--- config.mk ---
export PLATFORM = sky130hd
export DESIGN_NAME = carry_select_adder
export DESIGN_NICKNAME = d
export VERILOG_FILES = /design/src/rtl/carry_select_adder.sv
export SDC_FILE = /design/constraint.sdc
export NUM_CORES = 1
export LEC_CHECK = 0
export CORE_AREA = 2 2 89 91
export CTS_CLUSTER_SIZE = 30
export DETAILED_ROUTE_END_ITERATION = 16
export DIE_AREA = 0 0 91 93
export GPL_TIMING_DRIVEN = 0
export PLACE_DENSITY = 0.65
export SLEW_MARGIN = 20
export SYNTH_ARGS = -nofsm -noshare
export SYNTH_HDL_FRONTEND = slang
export SYNTH_SLANG_ARGS = --single-unit
export TNS_END_PERCENT = 20
--- constraint.sdc ---
create_clock -name clk -period 6.8 [get_ports clk]
set_input_delay 1.36 -clock clk [delete_from_list [all_inputs] [get_ports clk]]
set_output_delay 1.36 -clock clk [all_outputs]
set_load 0.02 [all_outputs]
--- src/rtl/carry_select_adder.sv ---
// -----------------------------------------------------------------------------
// carry_select_adder
//
// 32-bit two's-complement adder with carry-in. The result is built from eight
// 4-bit blocks. Block 0 ripples from Cin. Every other block computes its sum
// twice, once for carry-in 0 and once for carry-in 1. The carry out of the
// previous block then picks one of the two results. The worst-case path is
// therefore one 4-bit ripple followed by seven 2:1 muxes, not a 32-bit ripple.
// Sum, carry-out and signed overflow are registered, so the result appears one
// cycle after the operands are sampled.
//
// Ports
//   clk       in   1   rising-edge clock for the output registers
//   rst_n     in   1   synchronous active-low reset; clears all outputs
//   a         in  32   addend A, two's complement
//   b         in  32   addend B, two's complement
//   Cin       in   1   carry-in, weight 1
//   S         out 32   registered sum, a + b + Cin mod 2^32
//   Cout      out  1   registered unsigned carry out of bit 31
//   Overflow  out  1   registered signed-overflow flag
// -----------------------------------------------------------------------------
module carry_select_adder (
    input  logic        clk,
    input  logic        rst_n,
    input  logic [31:0] a,
    input  logic [31:0] b,
    input  logic        Cin,
    output logic [31:0] S,
    output logic        Cout,
    output logic        Overflow
);

    // blk_co[k] is the selected carry into block k. blk_co[8] is the carry
    // out of bit 31.
    logic [8:0]  blk_co;
    logic [31:0] sum_c;
    logic        c31;        // carry into bit 31, taken from block 7's selection
    logic        ovf_c;

    logic [31:0] s_q,    s_d;
    logic        cout_q, cout_d;
    logic        ovf_q,  ovf_d;

    assign blk_co[0] = Cin;

    // ---------------------------------------------------------------------
    // Block 0: a plain 4-bit ripple adder driven by Cin.
    // ---------------------------------------------------------------------
    logic [4:0] b0_c;
    assign b0_c[0] = blk_co[0];

    genvar gi, gj;
    generate
        for (gj = 0; gj < 4; gj++) begin : g_blk0_fa
            assign sum_c[gj]   = a[gj] ^ b[gj] ^ b0_c[gj];
            assign b0_c[gj+1]  = (a[gj] & b[gj]) | (a[gj] & b0_c[gj]) | (b[gj] & b0_c[gj]);
        end
    endgenerate

    assign blk_co[1] = b0_c[4];

    // ---------------------------------------------------------------------
    // Blocks 1..7: each block has two ripple adders, one for carry-in 0 and
    // one for carry-in 1. The carry from the previous block selects between
    // them.
    // ---------------------------------------------------------------------
    generate
        for (gi = 1; gi < 8; gi++) begin : g_blk
            logic [4:0] c0;      // ripple chain assuming carry-in 0
            logic [4:0] c1;      // ripple chain assuming carry-in 1
            logic [3:0] s0;
            logic [3:0] s1;

            assign c0[0] = 1'b0;
            assign c1[0] = 1'b1;

            for (gj = 0; gj < 4; gj++) begin : g_fa
                assign s0[gj]   = a[4*gi+gj] ^ b[4*gi+gj] ^ c0[gj];
                assign c0[gj+1] = (a[4*gi+gj] & b[4*gi+gj])
                                | (a[4*gi+gj] & c0[gj])
                                | (b[4*gi+gj] & c0[gj]);
                assign s1[gj]   = a[4*gi+gj] ^ b[4*gi+gj] ^ c1[gj];
                assign c1[gj+1] = (a[4*gi+gj] & b[4*gi+gj])
                                | (a[4*gi+gj] & c1[gj])
                                | (b[4*gi+gj] & c1[gj]);
            end

            assign sum_c[4*gi+3:4*gi] = blk_co[gi] ? s1    : s0;
            assign blk_co[gi+1]       = blk_co[gi] ? c1[4] : c0[4];

            // The top block also supplies the carry into bit 31, which is
            // needed for the overflow flag. It is selected the same way as
            // the block's carry-out.
            if (gi == 7) begin : g_c31
                assign c31 = blk_co[gi] ? c1[3] : c0[3];
            end
        end
    endgenerate

    // Signed overflow: the carry into the sign bit differs from the carry out.
    assign ovf_c = c31 ^ blk_co[8];

    // ---------------------------------------------------------------------
    // Output registers
    // ---------------------------------------------------------------------
    always_comb begin
        s_d    = sum_c;
        cout_d = blk_co[8];
        ovf_d  = ovf_c;
    end

    always_ff @(posedge clk) begin
        if (!rst_n) begin
            s_q    <= 32'd0;
            cout_q <= 1'b0;
            ovf_q  <= 1'b0;
        end else begin
            s_q    <= s_d;
            cout_q <= cout_d;
            ovf_q  <= ovf_d;
        end
    end

    assign S        = s_q;
    assign Cout     = cout_q;
    assign Overflow = ovf_q;

endmodule

==> impl_metrics.tcl <==
set metrics [dict create \
    status "finished, final reports clean" \
    avgSynthCellArea_um2 8.50 \
    fmax_ghz 0.167 \
    routed_wl_um 6000 \
    fp-row-count 32 \
    post_cts_buffers 0 \
    io_pins 101 \
    rsz0062_at_grt "no" \
    synth_nets 406 \
    yosysUniqueCellTypes 51 \
    grt_max_degree 11 \
    syn_area_um2 2550 \
    area_growth_pct 46.9 \
    crit_type "in2reg" \
    leakagePower_nw 1.61 \
    clkTransAtPathRegs_ns 0.07 \
    via_per_inst 4.82 \
    finalHoldViolCount 0 \
    min_period_ns 6.00 \
    synth_area_leaders "dfxtp_1, ha_1, nor2_1" \
    diodes 0 \
    post-route-period-util_pct 88.2 \
    cts_htree_levels 2 \
    ir_worst_vdd_uv 72.6 \
    cp-start-kind "input pin" \
    die_h_um 93 \
    dp_hpwl_um 4970 \
    cts_hold_buffers 0 \
    grt_pass1_vias 2407 \
    maxSlewHeadroom_pct 59.1 \
    setup_tns_ns 0 \
    start_util_pct 33.9 \
    drtIter0Drc 45 \
    path_max_fanout 7 \
    grt_overflow 0 \
    ys_top_cells_by_count "nor2_1, ha_1, dfxtp_1" \
    worstPathCellList "clkdlybuf4s50_1 -> inv_1 -> fa_1 -> inv_1 -> fa_1 -> fa_1 -> fa_1 -> or2_1 -> a311o_1 -> a2111o_1 -> a31oi_1 -> o31a_1 -> o21ai_1 -> a211oi_2 -> o311a_1 -> mux2i_1" \
    numCtsBuffers 5 \
    drive_above_1_share_pct 5.67 \
    cp_top_family "compound AO/OA/AOI/OAI gates" \
    power_per_cell_area_nw_per_um2 184 \
    maxSlewViolCount 0 \
    cp-end-kind "flip-flop" \
    vias 2448 \
    clock_path_buffers 2 \
    antenna_left 0 \
    wl_per_cell_um 11.8 \
    yosysTopAreaCellShare_pct 26.7 \
    worst_path_most_repeated_cell "fa_1" \
    setup_violations 0 \
    ys_seq_area_share_pct 26.7 \
    fp.coreArea_um2 7530 \
    grt_pass1_wl_um 10000 \
    path_buf_inv 3 \
    synth.most_common_cell "nor2_1" \
    fin_nets 512 \
    hold_slack_ns 1.50 \
    drc 0 \
    cts.sinks 34 \
    final_core_util_pct 49.8 \
    cts_root_buf "clkbuf_8" \
    cap_violations 0 \
    first_pass_iters 4 \
    die-area_um2 8460 \
    syn_inst 300 \
    yosysTopAreaCell "dfxtp_1" \
    worstPathArrival_ns 6.21 \
    io_buffers 99 \
    track_usage_pct 14.4 \
    worst_slew_pin_slew_ns 0.611 \
    gp_congestion 0.803 \
    ys_dominant_reg_cell "dfxtp_1" \
    die_width_um 91 \
    total_power_mw 0.688 \
    synth_edf_count 0 \
    synth_seq_cells 34 \
    yosysWarnings 0 \
    antenna_found_initial 0 \
    max_stage_delay_ns 0.49 \
    synthArstFlopShare_pct 0 \
    cts_resized 0 \
    worst_path_max_delay_cell "a31oi_1" \
    cts_tree "yes" \
    crit_required_ns 7.01 \
    hp-class "in2reg" \
]
through the flow:
| step | instance area (um^2) | setup slack, ns | std cells |
|---|---|---|---|
| after floorplan | 2550 | 1.38 | 300 |
| after global placement | 3670 | 0.541 | 501 |
| after detailed placement | 3670 | 0.506 | 501 |
| after CTS | 3750 | 0.784 | 508 |
| after global routing | 3750 | 0.436 | 508 |
| final | 3750 | 0.802 | 508 |
report_power, final:
part	leakage, nW	switching, mW	internal, mW
Combinational	1.28	0.148	0.159
Clock	0.0438	0.0746	0.0687
Sequential	0.283	0.00779	0.229
Total	1.61	0.231	0.457
cells by family after synthesis:
family | after synthesis | synth area share (%)
adders and majority gates | 39 | 20.3
muxes | 4 | 1.57
buffers and inverters | 36 | 5.59
AOI/OAI and AO/OA | 75 | 20.6
DFF | 34 | 26.7
xor gates and xnor gates | 22 | 7.55
and+or+nand+nor | 90 | 17.7
sequential cells by signal, summed over array words and instances (netlist names):
signal	count
Cout	1
Overflow	1
S	32
cells in the final DEF (no fill, tap or decap), drive strengths merged, types with 4 or more instances in the layout:
master	n
mux2i	4
nand2b	5
a31oi	6
xor2	12
a21oi	18
o21ai	13
o31a	4
o31ai	6
and2	5
inv	30
nand2	9
o21bai	4
dfxtp	34
nor4	4
xnor2	10
fa	4
or2	12
ha	35
nor2	39
clkbuf	8
clkdlybuf4s50	99
per-layer routing:
layer	part of all wire, %	GRT usage [%]
met1	44	16.9
met2	47	25.5
met3	7.1	3.22
met4	1.7	5.81
met5	0	0
area by class of cell:
type                       instances  area, um^2
buffer                             5        26.3
clock buffer                       5        68.8
clock inverter                     2        10.0
fill                             750        3780
inverter                          31         116
multi-input combinational        230        1730
sequential                        34         681
tap                              102         128
timing repair buffer              99         991
final timing paths:
kind   from        to  depth (start not counted)  slack, ns
max    a[0]  Overflow                         16       0.80
min   rst_n     S[22]                          2       1.50
(Power assumes the default switching activity.)
